==> src/rtl/led_frame_loader.sv <==
// Byte-stream frame loader for a 16x8 1-bit LED panel with a zero-latency read port.
// Define LED_LOADER_DBUF_EN for frame-synchronous double buffering; default is a single buffer.
module led_frame_loader (
  input  logic       clk,
  input  logic       reset,
  input  logic [7:0] in_data,
  input  logic       in_valid,
  output logic       in_ready,
  input  logic       frame_sync,
  input  logic [3:0] rd_col,
  input  logic [2:0] rd_row,
  output logic       rd_pixel,
  output logic       front_sel,
  output logic       cmd_err,
  output logic [1:0] dbg_state
);

  // Handshake: a byte transfers on a rising clk edge where in_valid & in_ready are both high;
  // in_ready depends only on the current state, never on in_valid.
  typedef enum logic [1:0] {
    S_IDLE     = 2'd0,
    S_COLDATA  = 2'd1,
    S_CLEAR    = 2'd2,
    S_SWAPWAIT = 2'd3
  } state_t;

  state_t     r_state;
  state_t     w_state_nxt;
  logic [3:0] r_col;
  logic [3:0] r_ccnt;
  logic       r_cmd_err;

  logic [3:0] w_opcode;
  logic       w_latch_col;
  logic       w_set_err;
  logic       w_wr_en;
  logic [3:0] w_wr_col;
  logic [7:0] w_wr_data;

  assign w_opcode  = in_data[7:4];
  assign cmd_err   = r_cmd_err;
  assign dbg_state = r_state;

  always_comb begin
    w_state_nxt = r_state;
    in_ready    = 1'b0;
    w_latch_col = 1'b0;
    w_set_err   = 1'b0;
    w_wr_en     = 1'b0;
    w_wr_col    = r_col;
    w_wr_data   = in_data;
    case (r_state)
      S_IDLE: begin
        in_ready = 1'b1;
        if (in_valid) begin
          case (w_opcode)
            4'h0: begin
            end
            4'h1: begin
              w_state_nxt = S_COLDATA;
              w_latch_col = 1'b1;
            end
            4'h2: w_state_nxt = S_CLEAR;
            4'h3: begin
`ifdef LED_LOADER_DBUF_EN
              w_state_nxt = S_SWAPWAIT;
`endif
            end
            default: w_set_err = 1'b1;
          endcase
        end
      end
      S_COLDATA: begin
        // The data byte is stored verbatim, never decoded as an opcode.
        in_ready = 1'b1;
        if (in_valid) begin
          w_wr_en     = 1'b1;
          w_state_nxt = S_IDLE;
        end
      end
      S_CLEAR: begin
        w_wr_en   = 1'b1;
        w_wr_col  = r_ccnt;
        w_wr_data = 8'h00;
        if (r_ccnt == 4'd15) w_state_nxt = S_IDLE;
      end
      S_SWAPWAIT: begin
        if (frame_sync) w_state_nxt = S_IDLE;
      end
      default: w_state_nxt = S_IDLE;
    endcase
  end

  always_ff @(posedge clk) begin
    if (reset) r_state <= S_IDLE;
    else       r_state <= w_state_nxt;
  end

  always_ff @(posedge clk) begin
    if (reset) begin
      r_col     <= 4'd0;
      r_ccnt    <= 4'd0;
      r_cmd_err <= 1'b0;
    end else begin
      if (w_latch_col) r_col <= in_data[3:0];
      // Counter sits at 0 outside CLEAR, so each clear starts from column 0.
      if (r_state == S_CLEAR) r_ccnt <= r_ccnt + 4'd1;
      else                    r_ccnt <= 4'd0;
      if (w_set_err) r_cmd_err <= 1'b1;
    end
  end

`ifdef LED_LOADER_DBUF_EN
  logic [15:0][7:0] r_buf0;
  logic [15:0][7:0] r_buf1;
  logic             r_front_sel;

  // Writes always target the buffer not on display; a flip only happens in SWAPWAIT,
  // so it never coincides with a write.
  always_ff @(posedge clk) begin
    if (reset) begin
      r_buf0      <= '0;
      r_buf1      <= '0;
      r_front_sel <= 1'b0;
    end else begin
      if ((r_state == S_SWAPWAIT) && frame_sync) r_front_sel <= ~r_front_sel;
      if (w_wr_en) begin
        if (r_front_sel) r_buf0[w_wr_col] <= w_wr_data;
        else             r_buf1[w_wr_col] <= w_wr_data;
      end
    end
  end

  assign front_sel = r_front_sel;
  assign rd_pixel  = r_front_sel ? r_buf1[rd_col][rd_row] : r_buf0[rd_col][rd_row];
`else
  logic [15:0][7:0] r_buf;

  always_ff @(posedge clk) begin
    if (reset)        r_buf           <= '0;
    else if (w_wr_en) r_buf[w_wr_col] <= w_wr_data;
  end

  assign front_sel = 1'b0;
  assign rd_pixel  = r_buf[rd_col][rd_row];
`endif

endmodule
==> config.mk <==
export PLATFORM = sky130hd
export DESIGN_NAME = led_frame_loader
export DESIGN_NICKNAME = d
export VERILOG_FILES = /design/src/rtl/led_frame_loader.sv
export SDC_FILE = /design/constraint.sdc
export NUM_CORES = 1
export LEC_CHECK = 0
export ABC_CLOCK_PERIOD_IN_PS = 11800
export CAP_MARGIN = 10
export CORE_ASPECT_RATIO = 1.25
export CORE_MARGIN = 4
export CORE_UTILIZATION = 60
export DETAILED_ROUTE_END_ITERATION = 7
export GPL_TIMING_DRIVEN = 1
export PLACE_DENSITY_LB_ADDON = 0.15
export SYNTH_ARGS = -nofsm -noshare
export SYNTH_HDL_FRONTEND = slang
export SYNTH_SLANG_ARGS = --single-unit
==> constraint.sdc <==
create_clock -name clk -period 11.8 [get_ports clk]
set_input_delay 3.54 -clock clk [delete_from_list [all_inputs] [get_ports clk]]
set_output_delay 3.54 -clock clk [all_outputs]
set_load 0.02 [all_outputs]
==> flow_metrics.tcl <==
set metrics [dict create \
    critical_path.most_common_cell "clkdlybuf4s50_1" \
    yosys.area.top_type "dfxtp_1" \
    cp_num_buf_inv 2 \
    n_antenna_cell 0 \
    finalPower_uw 1110 \
    grt_pass1_vias 5352 \
    worstPathRequired_ns 8.26 \
    io_pins 25 \
    synth-main-ff-cell "dfxtp_1" \
    hold_depth 2 \
    first_pass_iters 5 \
    critPathMaxStageDelay_ns 1.03 \
    fin_area_sq_um 7350 \
    wl_per_cell_microns 20.0 \
    dieArea_sq_um 12500 \
    cts.clk_slew.worst_paths_ns 0.06 \
    slew-limit-headroom_pct 12.4 \
    vias 5493 \
    power_leakage_uw 0.00275 \
    p_seq_share_pct 42.4 \
    critPathCaptureType "output port" \
    reg2reg_depth 6 \
    seq_area_sq_um 2780 \
    final_layout_size_suffix_gt1_share_pct 11.2 \
    root_buffer "clkbuf_16" \
    fin_util_pct 69.5 \
    synth_edf_count 0 \
    gr-total-overflow 0 \
    die_w_microns 101 \
    ys.warnings.count 0 \
    synthTopCellsByCount "dfxtp_1, nand2_1, a21oi_1" \
    p_int_uw 874 \
    path_class "in2out" \
    final-hold-violation-count 0 \
    initial_utilization_pct 61.3 \
    netlist_area_sq_um 6470 \
    swShare_pct 21.2 \
    clkLatencyLatePin_ns 0.42 \
    multi_input_area_sq_um 3380 \
    p_sw_uw 236 \
    die_h_microns 124 \
    remaining_drc_errors 0 \
    worst_setup_path_start_kind "input port" \
    ir_drop_mv 0.0967 \
    cts_buffers 17 \
    cts_setup_buffers 0 \
    wl_microns 17200 \
    grt_max_degree 105 \
    p_per_area_nw_per_um2 151 \
    p_comb_share_pct 5.0 \
    syn2layout_area_growth_pct 13.5 \
    rsz0062_at_grt "false" \
    drtIter0Drc 543 \
    vias_per_cell 6.40 \
    yosysMostFrequentCell "dfxtp_1" \
    maxCapViolCount 0 \
    clkPwrFrac_pct 52.5 \
    cts_tree "built" \
    io_buffers 23 \
    async_reset_ff_share_pct 0 \
    synth-seq-cells 139 \
    antenna_left 0 \
    tightest_slew_ns 1.31 \
    grt_pass1_wl_microns 27100 \
    synth_area_per_cell_sq_um 8.94 \
    ys_seq_area_share_pct 43.0 \
    finalSetupViolCount 0 \
    path_cells "clkdlybuf4s50_1 -> mux4_1 -> mux4_2 -> and3b_1 -> a31oi_1 -> nand4_1 -> clkdlybuf4s50_1" \
    crit_fanout 14 \
    final.period_utilization_pct 87.5 \
    fill_cells 828 \
    antenna_found_initial 0 \
    final_net_count 737 \
    holdWs_ns 0.459 \
    max_freq_mhz 96.8 \
    r2r_end "r_buf[61]" \
    rows 42 \
    status "complete, no violations" \
    core-area_sq_um 10600 \
    dp.final_hpwl_microns 10500 \
    finalMaxSlewViolations 0 \
    grt_usage_pct 28.1 \
    min_period_ns 10.33 \
    arrival_ns 6.79 \
    slowest_stage "clkdlybuf4s50_1" \
    synth_top_area_share_pct 43.0 \
    crit_family "buffers and inverters" \
    yosys-top-cells-area "dfxtp_1, mux4_2, mux2i_1" \
    cts_max_path_buffers 2 \
    worstHoldEndpoint "r_buf[126]" \
    synthDistinctLibCells 47 \
    h-tree-depth 4 \
    clock-sinks 139 \
    regToRegStartpoint "dbg_state[0]" \
    syn_inst 724 \
    syn_nets 748 \
    post_cts_resized 0 \
    hold_buffers 0 \
    skew_ns 0.00775 \
    hold_start "r_buf[126]" \
    post_dp_cell_area_sq_um 6680 \
    gp_congestion 0.825 \
    hp-class "reg2reg" \
    setup_tns_ns 0 \
    r2r_setup_slack_ns 8.57 \
]
layout make-up:
class	count	share of cell area, %
clock buffer	19	6.17
clock inverter	13	2.67
inverter	8	0.409
multi-input combinational	509	46.1
sequential	139	37.9
tap	132	2.25
timing repair buffer	38	4.56
layout by cell type (no fill, tap or decap), types with 11 or more instances in the layout:
| cell type | synthesis | layout |
|---|---|---|
| dfxtp_1 | 139 | 139 |
| nand2_1 | 101 | 101 |
| a21oi_1 | 95 | 94 |
| o21ai_0 | 89 | 89 |
| nor2_1 | 64 | 64 |
| mux2i_1 | 50 | 50 |
| mux4_2 | 25 | 25 |
| clkdlybuf4s50_1 | 0 | 21 |
| clkbuf_16 | 0 | 17 |
| buf_4 | 2 | 16 |
| nor2b_1 | 15 | 15 |
| nand3_1 | 11 | 11 |
state kept, by name (all words and copies together) (netlist names):
| signal | flops |
|---|---|
| dbg_state | 2 |
| r_col | 4 |
| cmd_err | 1 |
| r_ccnt | 4 |
| r_buf | 128 |
routing by layer:
layer	global-route usage, %	routed length [microns]
met2	45.9	8640
met3	5.83	1100
met4	10.6	353
met5	0	0
met1	36.7	7100
kinds of logic (layout without fill, tap and decap cells):
group	Yosys count	in the layout	share of synthesized area, %
AOI/OAI and AO/OA	200	200	16.2
xor gates and xnor gates	2	2	0.271
adders and majority gates	5	5	0.967
buffers and inverters	76	78	4.89
DFF	139	139	43.0
muxes	84	84	19.9
other	1	1	0.0579
and+or+nand+nor	217	217	14.8
metrics by stage:
stage          setup slack [ns]  instances
5_1_grt                    1.37        858
2_1_floorplan              3.05        724
4_1_cts                    1.49        856
3_5_place_dp               1.49        824
6_report                   1.47        858
3_3_place_gp               1.52        824
worst min-delay path, delay by kind of cell, from the launching register on:
kind	cells	cell delay, ns
compound gates	1	0.05
simple gates	1	0.05
flops	1	0.31
power groups by stage:
stage	clock (uW)	combinational, uW	sequential (uW)
after global routing	607	59.5	471
after floorplan	0	35.4	482
after detailed placement	0	54.3	481
final	583	55.7	471
after CTS	587	54.5	471
after global placement	0	53.5	481
how the worst max path moves through the flow:
stage / startpoint / to / slack, ns / cells past startpoint
CTS: rd_col[1] / rd_pixel / 1.49 / 7
global route: rd_col[2] / rd_pixel / 1.37 / 8
floorplan: rd_col[0] / rd_pixel / 3.05 / 7
detailed placement: rd_col[1] / rd_pixel / 1.49 / 7
global placement: rd_col[1] / rd_pixel / 1.52 / 7
finish: rd_col[1] / rd_pixel / 1.47 / 7
(Power assumes the default switching activity.)
